File: src/rtl/mux_pkg.sv
// mux_pkg: shared definitions for the mux_rr_stream stream multiplexer.
//   mode_e     : run-time selection mode encodings
//   MAX_CH     : upper bound on channel count supported by the search helper
//   first_from : index of the first set request bit, searching upward from a
//                start offset and wrapping at n-1 -> 0; -1 when none is set
package mux_pkg;

  typedef enum logic [1:0] {
    MODE_SEL  = 2'b00,
    MODE_PRIO = 2'b01,
    MODE_RR   = 2'b10,
    MODE_RSVD = 2'b11
  } mode_e;

  localparam int MAX_CH   = 32;
  localparam int MAX_CH_W = 5;

  // The loop runs downward so that the last hit written is the one closest
  // to the start offset, which is the winner.
  function automatic int first_from(input logic [MAX_CH-1:0] req,
                                    input int n,
                                    input int start);
    int res;
    int idx;
    res = -1;
    for (int k = MAX_CH - 1; k >= 0; k--) begin
      if (k < n) begin
        idx = (start + k) % n;
        if (req[idx[MAX_CH_W-1:0]]) res = idx;
      end
    end
    return res;
  endfunction

endpackage

File: src/rtl/rr_arbiter.sv
// rr_arbiter: combinational grant logic for mux_rr_stream.
//   req       in  N_CH  request vector (channel valids)
//   start     in  SELW  MODE_SEL: selected channel; MODE_RR: search start
//   mode      in  2     selection mode (mux_pkg::mode_e encoding)
//   grant     out N_CH  one-hot grant, or zero when nothing is granted
//   grant_idx out SELW  index of the granted channel (0 when no grant)
module rr_arbiter
  import mux_pkg::*;
#(
  parameter int N_CH = 4,
  parameter int SELW = $clog2(N_CH)
) (
  input  logic [N_CH-1:0] req,
  input  logic [SELW-1:0] start,
  input  logic [1:0]      mode,
  output logic [N_CH-1:0] grant,
  output logic [SELW-1:0] grant_idx
);

  logic [MAX_CH-1:0] req_ext;
  int                hit;

  assign req_ext = MAX_CH'(req);

  always_comb begin
    hit       = -1;
    grant     = '0;
    grant_idx = '0;

    case (mode_e'(mode))
      // An out-of-range select (possible when N_CH is not a power of two)
      // simply yields no grant.
      MODE_SEL: begin
        if (int'(start) < N_CH) begin
          if (req_ext[int'(start)]) hit = int'(start);
        end
      end
      MODE_RR:  hit = first_from(req_ext, N_CH, int'(start));
      default:  hit = first_from(req_ext, N_CH, 0);
    endcase

    for (int i = 0; i < N_CH; i++) begin
      if (hit == i) grant[i] = 1'b1;
    end
    if (hit >= 0) grant_idx = SELW'(hit);
  end

endmodule

File: src/rtl/mux_rr_stream.sv
// mux_rr_stream: N_CH-channel, W-bit valid/ready stream multiplexer with a
// registered output stage and run-time selectable arbitration.
//   clk       in  1          rising-edge clock
//   rst_n     in  1          asynchronous active-low reset
//   mode      in  2          00 external sel, 01 fixed priority, 10 round-robin,
//                            11 behaves as 01
//   sel       in  SELW       channel index used in mode 00
//   in_data   in  N_CH*W     channel i at [i*W +: W]
//   in_valid  in  N_CH       per-channel valid
//   in_ready  out N_CH       per-channel ready (combinational, zero in reset)
//   out_data  out W          registered data
//   out_chan  out SELW       registered source channel index
//   out_valid out 1          registered valid
//   out_ready in  1          consumer ready
module mux_rr_stream
  import mux_pkg::*;
#(
  parameter int N_CH = 4,
  parameter int W    = 8,
  parameter int SELW = $clog2(N_CH)
) (
  input  logic                clk,
  input  logic                rst_n,
  input  logic [1:0]          mode,
  input  logic [SELW-1:0]     sel,
  input  logic [N_CH*W-1:0]   in_data,
  input  logic [N_CH-1:0]     in_valid,
  output logic [N_CH-1:0]     in_ready,
  output logic [W-1:0]        out_data,
  output logic [SELW-1:0]     out_chan,
  output logic                out_valid,
  input  logic                out_ready
);

  logic [W-1:0]    out_data_q,  out_data_d;
  logic [SELW-1:0] out_chan_q,  out_chan_d;
  logic            out_valid_q, out_valid_d;
  logic [SELW-1:0] rr_ptr_q,    rr_ptr_d;

  logic [N_CH-1:0] grant;
  logic [SELW-1:0] grant_idx;
  logic [SELW-1:0] arb_start;
  logic [W-1:0]    grant_data;
  logic            accept;
  logic            transfer;

  // The arbiter's start input doubles as the external select in mode 00.
  assign arb_start = (mode_e'(mode) == MODE_SEL) ? sel : rr_ptr_q;

  rr_arbiter #(
    .N_CH (N_CH),
    .SELW (SELW)
  ) u_arb (
    .req       (in_valid),
    .start     (arb_start),
    .mode      (mode),
    .grant     (grant),
    .grant_idx (grant_idx)
  );

  assign accept = !out_valid_q || out_ready;

  // Gating with rst_n keeps producers from seeing a ready while in reset.
  assign in_ready = rst_n ? (grant & {N_CH{accept}}) : '0;

  // A grant implies the matching valid, so any ready bit is a transfer.
  assign transfer = |in_ready;

  always_comb begin
    grant_data = '0;
    for (int i = 0; i < N_CH; i++) begin
      if (grant[i]) grant_data = in_data[i*W +: W];
    end
  end

  always_comb begin
    out_data_d  = out_data_q;
    out_chan_d  = out_chan_q;
    out_valid_d = out_valid_q;
    rr_ptr_d    = rr_ptr_q;

    if (accept) begin
      if (transfer) begin
        out_data_d  = grant_data;
        out_chan_d  = grant_idx;
        out_valid_d = 1'b1;
      end else begin
        out_valid_d = 1'b0;
      end
    end

    if (transfer && (mode_e'(mode) == MODE_RR)) begin
      if (grant_idx == SELW'(N_CH - 1)) rr_ptr_d = '0;
      else                              rr_ptr_d = grant_idx + 1'b1;
    end
  end

  always_ff @(posedge clk or negedge rst_n) begin
    if (!rst_n) begin
      out_data_q  <= '0;
      out_chan_q  <= '0;
      out_valid_q <= 1'b0;
      rr_ptr_q    <= '0;
    end else begin
      out_data_q  <= out_data_d;
      out_chan_q  <= out_chan_d;
      out_valid_q <= out_valid_d;
      rr_ptr_q    <= rr_ptr_d;
    end
  end

  assign out_data  = out_data_q;
  assign out_chan  = out_chan_q;
  assign out_valid = out_valid_q;

endmodule
File: config.mk
export PLATFORM = sky130hd
export DESIGN_NAME = mux_rr_stream
export DESIGN_NICKNAME = d
export VERILOG_FILES = /design/src/rtl/mux_pkg.sv /design/src/rtl/rr_arbiter.sv /design/src/rtl/mux_rr_stream.sv
export SDC_FILE = /design/constraint.sdc
export NUM_CORES = 1
export LEC_CHECK = 0
export CAP_MARGIN = 20
export CORE_ASPECT_RATIO = 1.1
export CORE_UTILIZATION = 45
export CTS_CLUSTER_SIZE = 30
export DETAILED_ROUTE_END_ITERATION = 7
export GPL_ROUTABILITY_DRIVEN = 0
export MAX_ROUTING_LAYER = met4
export PLACE_DENSITY = 0.9
export SLEW_MARGIN = 20
export SYNTH_ARGS = -nofsm -noshare
export SYNTH_HDL_FRONTEND = slang
export SYNTH_SLANG_ARGS = --single-unit
export TNS_END_PERCENT = 50
File: constraint.sdc
create_clock -name clk -period 5.2 [get_ports clk]
set_input_delay 1.04 -clock clk [delete_from_list [all_inputs] [get_ports clk]]
set_output_delay 1.04 -clock clk [all_outputs]
set_load 0.01 [all_outputs]
==> results of run 1 <==
registers in the layout (all words and copies together) (netlist names):
signal	cells
rr_ptr_q	2
out_valid	1
out_data	8
out_chan	2
kinds of logic after synthesis:
group	Yosys count	synth area share
compound gates	36	0.308
buf+inv	11	0.0589
flops	13	0.260
mux	13	0.108
simple gates	52	0.252
xor+xnor	2	0.0140
layout make-up:
cell class | instances | area [um2] | share of cell area
timing repair buffer | 61 | 601 | 0.323
tap | 31 | 38.8 | 0.0209
sequential | 13 | 325 | 0.175
inverter | 4 | 15.0 | 0.00808
multi-input combinational | 103 | 853 | 0.459
clock buffer | 4 | 26.3 | 0.0141
power by group:
part / switching [uW] / internal (uW) / leakage, uW
Clock: 33.9 / 29.9 / 0.0000150
Combinational: 206 / 252 / 0.000581
Sequential: 38.8 / 147 / 0.000145
Total: 279 / 428 / 0.000741
path summary, 6_finish.rpt:
kind,start,cells after the start,end
max,mode[1],9,in_ready[3]
min,out_valid$_DFFE_PN0N_,2,out_valid$_DFFE_PN0N_
max reg2reg,rr_ptr_q[1]$_DFFE_PN0P_,8,out_data[0]$_DFFE_PN0P_
min reg2reg,out_valid$_DFFE_PN0N_,2,out_valid$_DFFE_PN0N_
max in group asynchronous,rst_n,2,out_valid$_DFFE_PN0N_
min in group asynchronous,rst_n,2,out_data[2]$_DFFE_PN0P_
through the flow:
step	util	hold slack [ns]	total power, uW	cell area (um2)
floorplan	-	0.508	476	1250
global placement	0.714	0.464	630	1830
detailed placement	0.714	0.488	641	1830
CTS	0.724	0.510	711	1860
global route	0.724	0.533	755	1860
finish	0.724	0.509	707	1860
worst max-delay path, stage by stage:
cell             delay (ns)
clkdlybuf4s50_1        0.58
or3b_1                 0.49
a21bo_1                0.22
a32oi_2                0.26
nor2_1                 0.14
a211oi_4               0.39
nand3_4                0.19
inv_1                  0.10
clkdlybuf4s50_1        0.53
metal layers:
| layer | GRT usage | routed length, um | part of all wire | up-vias |
|---|---|---|---|---|
| met5 | - | 0 | 0 | - |
| met4 | 0.109 | 74 | 0.022 | 0 |
| met3 | 0.0267 | 241 | 0.073 | 7 |
| met2 | 0.412 | 1620 | 0.49 | 71 |
| met1 | 0.330 | 1380 | 0.42 | 586 |
| li1 | - | - | - | 595 |
cell usage in the layout (no fill, tap or decap), types with 4 or more instances in the layout:
cell type	synthesis	final
clkdlybuf4s50_1	0	57
nand2b_1	12	12
inv_1	4	4
mux2i_1	12	12
dfrtp_1	13	13
a2bb2oi_1	8	8
buf_4	0	4
o221a_1	6	6
nand2_1	10	10
nor2_1	11	11
nand3_1	4	4
==> results.json, run 1 <==
{
  "status": "complete, no violations",
  "cts_setup_buffers": 0,
  "numCtsBuffers": 3,
  "cp.required_ns": 4.16,
  "die_h_um": 57.3,
  "skew_ns": 0.00115,
  "grt_start_max_net_pins": 20,
  "dieArea_um2": 3000,
  "hold_viol_final": 0,
  "netlist_instances": 127,
  "worstPathArrival_ns": 3.95,
  "grt_usage": 0.259,
  "slew_headroom": 0.700,
  "synthTopCellsByCount": "dfrtp_1 (13), mux2i_1 (12), nand2b_1 (12), nor2_1 (11), nand2_1 (10)",
  "powerDensity_nw_per_um2": 380,
  "routed_wl_um": 3310,
  "wire_per_inst_um": 15.3,
  "grt_pass1_vias": 1266,
  "netlist_area_um2": 1250,
  "period_share": 0.959,
  "crit_path_max_fanout": 10,
  "cts-hold-fix-buffers": 0,
  "synth_top_area_share": 0.260,
  "area_growth_pct": 48.5,
  "fin_tns_setup_ns": 0,
  "cts.clk_slew.worst_paths_ns": 0.07,
  "synth-seq-cells": 13,
  "cts_resized": 0,
  "fin_ws_ns": 0.211,
  "die_w_um": 52.3,
  "core_area_um2": 2570,
  "maxSlewViolCount": 0,
  "clockRootBuffer": "clkbuf_4",
  "grt-ovfl-total": 0,
  "cp-end-kind": "primary output",
  "h-tree-depth": 1,
  "drtPass1Iterations": 4,
  "port_buffers": 57,
  "worstSetupPathType": "input port to primary output",
  "yosys.cell_count.top_type": "dfrtp_1",
  "peakVddDrop_v": 0.000264,
  "pre_cts_ws_ns": 0.285,
  "fin_crit_ns": 4.99,
  "synth_top_area_cell": "dfrtp_1",
  "drt_iter0_drc": 40,
  "dp_hpwl_um": 2560,
  "synth_ff_type": "dfrtp_1",
  "finalSetupViolations": 0,
  "antenna_found_initial": 0,
  "yosys_warnings": 0,
  "yosysUniqueCellTypes": 47,
  "cap_violations": 0,
  "synth_edf_count": 0,
  "max_freq_ghz": 0.200,
  "cts_tree": "built",
  "tightestPinTransition_ns": 0.451,
  "diodes": 0,
  "viasPerCell": 5.83,
  "seq_area_frac_synth": 0.260,
  "cts_sinks": 13,
  "hold_path.class": "flip-flop to flip-flop",
  "postSynthAreaPerCell_um2": 9.86,
  "layout-drive-gt1-share": 0.135,
  "insertion_delay_ns": 0.28,
  "synth-async-reset-ratio": 1.00,
  "layout.cells.non_filler": 216,
  "io-pin-count": 58,
  "rows": 19,
  "synthTopCellsByArea": "dfrtp_1 (26%), mux2i_1 (9.6%), nand2b_1 (6.0%), a2bb2oi_1 (5.6%), o221a_1 (5.4%)",
  "cp-start-kind": "input port",
  "cts.path.max_buffers": 2,
  "drc_errors": 0,
  "layout.nets": 229,
  "synth_fp_nets": 170,
  "power.leakage_uw": 0.000741,
  "nFillCells": 189,
  "rsz0062_at_grt": "no",
  "ant_nets": 0,
  "vias": 1259,
  "r2r_setup_slack_ns": 2.79,
  "start_util": 0.488,
  "grt_first_pass_wirelength_um": 5680,
  "place_inst": 212
}
No activity file was read; power rests on OpenSTA's default activity.
==> run 2, diff against run 1 <==
--- a/config.mk
+++ b/config.mk
@@ -5,7 +5,7 @@
 export SDC_FILE = /design/constraint.sdc
 export NUM_CORES = 1
 export LEC_CHECK = 0
-export CAP_MARGIN = 20
+export CAP_MARGIN = 10
 export CORE_ASPECT_RATIO = 1.1
 export CORE_UTILIZATION = 45
 export CTS_CLUSTER_SIZE = 30
==> constraint.sdc (replaced) <==
create_clock -name clk -period 6.5 [get_ports clk]
set_input_delay 1.3 -clock clk [delete_from_list [all_inputs] [get_ports clk]]
set_output_delay 1.3 -clock clk [all_outputs]
set_load 0.01 [all_outputs]
==> run 2 against run 1 <==
Effect of this change: die area stayed put; register-to-register slack better by 1.1 ns; utilization is 0.83 points lower; routed wire length decreased by 0.97%; global-route usage shrank 0.85 points; critical endpoint is now in_ready[1]; combinational power is 21% lower; first-iteration DRC count fell by 10%.
==> results.json, run 2 (synthesis results as in run 1) <==
{
  "status": "complete, no violations",
  "insertion_delay_ns": 0.28,
  "numCtsBuffers": 3,
  "max_freq_ghz": 0.178,
  "p_switching_uw": 223,
  "rr_endpoint": "out_data[3]$_DFFE_PN0P_",
  "drt_iter0_drc": 36,
  "peakVddDrop_v": 0.000257,
  "io-pin-count": 58,
  "layout-drive-gt1-share": 0.126,
  "antenna_found_initial": 0,
  "cts.path.max_buffers": 2,
  "cp-end-kind": "primary output",
  "drc_errors": 0,
  "switching_share": 0.397,
  "p_comb_frac": 0.649,
  "diodes": 0,
  "clockRootBuffer": "clkbuf_4",
  "slew_headroom": 0.505,
  "design_area_um2": 1840,
  "grt_start_max_net_pins": 20,
  "cts_resized": 0,
  "min_from": "out_chan[1]$_DFFE_PN0P_",
  "max_stage_delay_ns": 0.66,
  "fin_tns_setup_ns": 0,
  "vias": 1244,
  "port_buffers": 57,
  "area_growth_pct": 46.8,
  "pwr-share-seq": 0.261,
  "ant_nets": 0,
  "rr_worst_depth": 8,
  "crit_buf_inv": 2,
  "finalPower_uw": 561,
  "final_cell_mix": "clkdlybuf4s50_1 (57), dfrtp_1 (13), nand2b_1 (12), mux2i_1 (12), nor2_1 (11)",
  "hold_path.class": "flip-flop to flip-flop",
  "cts_sinks": 13,
  "largest_reg_flops": 8,
  "hold_viol_final": 0,
  "internal_power_uw": 338,
  "layout.nets": 226,
  "crit_path_max_fanout": 14,
  "skew_ns": 0.0101,
  "grt-ovfl-total": 0,
  "dieArea_um2": 3000,
  "power.leakage_uw": 0.000729,
  "critPathLaunch": "mode[0]",
  "die_w_um": 52.3,
  "maxSlewViolCount": 0,
  "wire_per_inst_um": 15.4,
  "nFillCells": 198,
  "powerDensity_nw_per_um2": 305,
  "h-tree-depth": 1,
  "cts_tree": "built",
  "worstSetupPathType": "input port to primary output",
  "dp_hpwl_um": 2630,
  "viasPerCell": 5.84,
  "cp-start-kind": "input port",
  "period_share": 0.865,
  "grt_first_pass_wirelength_um": 5570,
  "cts.clk_slew.worst_paths_ns": 0.07,
  "cts-hold-fix-buffers": 0,
  "grt_pass1_vias": 1332,
  "rsz0062_at_grt": "no",
  "r2r_setup_slack_ns": 3.93,
  "start_util": 0.488,
  "cpMaxStageDelayCell": "clkdlybuf4s50_1",
  "r2r-start": "rr_ptr_q[0]$_DFFE_PN0P_",
  "grt_usage": 0.251,
  "worstPathArrival_ns": 4.32,
  "die_h_um": 57.3,
  "fin_crit_ns": 5.62,
  "clkPwrFrac": 0.090,
  "seq_area_um2": 325,
  "place_area_um2": 1810,
  "rows": 19,
  "multi_input_area_um2": 853,
  "drtPass1Iterations": 4,
  "path_cells": "clkdlybuf4s50_1, or3b_1, a21bo_1, a32oi_2, a31oi_1, nor2_1, nor2_1, clkdlybuf4s50_1",
  "cap_violations": 0,
  "cp.required_ns": 5.20,
  "final_common_cell": "clkdlybuf4s50_1",
  "min_delay_path_depth": 2,
  "core_area_um2": 2570,
  "tightestPinTransition_ns": 0.740,
  "cts_setup_buffers": 0,
  "worstHoldEndpoint": "out_chan[1]$_DFFE_PN0P_",
  "routed_wl_um": 3280,
  "finalSetupViolations": 0,
  "crit_family": "simple AND/OR/NAND/NOR gates"
}
==> run 2: changes by cell type in the layout (fill, tap and decap cells not counted), sizes merged <==
cell    before  now
buf          4    1
clkbuf       4    3
clkinv       0    1
==> run 2: final cells by class <==
cell class | instances | share of cell area
repair buffers | 58 | 0.314
clock buffers | 3 | 0.0123
well taps | 31 | 0.0211
clock inverters | 1 | 0.00272
inverters | 4 | 0.00817
flip-flops and latches | 13 | 0.177
multi-input cells | 103 | 0.464
==> run 2: layer usage <==
| metal | part of all wire | wire (um) | up-vias | GRT usage |
|---|---|---|---|---|
| li1 | - | - | 590 | - |
| met1 | 0.41 | 1360 | 568 | 0.293 |
| met2 | 0.50 | 1630 | 77 | 0.414 |
| met3 | 0.067 | 218 | 9 | 0.0320 |
| met4 | 0.022 | 72 | 0 | 0.124 |
| met5 | 0 | 0 | - | - |
==> run 2: worst min-delay path, cell delays in order, from the launching register on <==
cell and delay (ns):
dfrtp_1 0.35, nand2_1 0.05, nand2_1 0.06
==> run 2: worst max path at each step <==
stage                  end  depth (start not counted)  slack (ns)
2_1_floorplan  in_ready[1]                          9        2.22
4_1_cts        in_ready[1]                          8        0.89
5_1_grt        in_ready[1]                          8        0.71
3_5_place_dp   in_ready[1]                          8        0.90
3_3_place_gp   in_ready[3]                          9        1.04
6_report       in_ready[1]                          8        0.88
==> run 2: power by group through the flow <==
stage / logic, uW / registers [uW] / clock network, uW
after floorplan: 225 / 156 / 0
after CTS: 366 / 146 / 50.9
after global placement: 353 / 146 / 0
final: 364 / 146 / 50.5
after detailed placement: 364 / 146 / 0
after global routing: 391 / 150 / 55.3
==> run 2: per-stage QoR <==
stage / instances / hold slack [ns] / worst slack (ns) / util
6_report: 213 / 0.497 / 0.879 / 0.716
5_1_grt: 213 / 0.526 / 0.712 / 0.716
4_1_cts: 213 / 0.504 / 0.886 / 0.716
3_5_place_dp: 209 / 0.485 / 0.895 / 0.705
3_3_place_gp: 209 / 0.466 / 1.04 / 0.705
2_1_floorplan: 127 / 0.508 / 2.22 / -
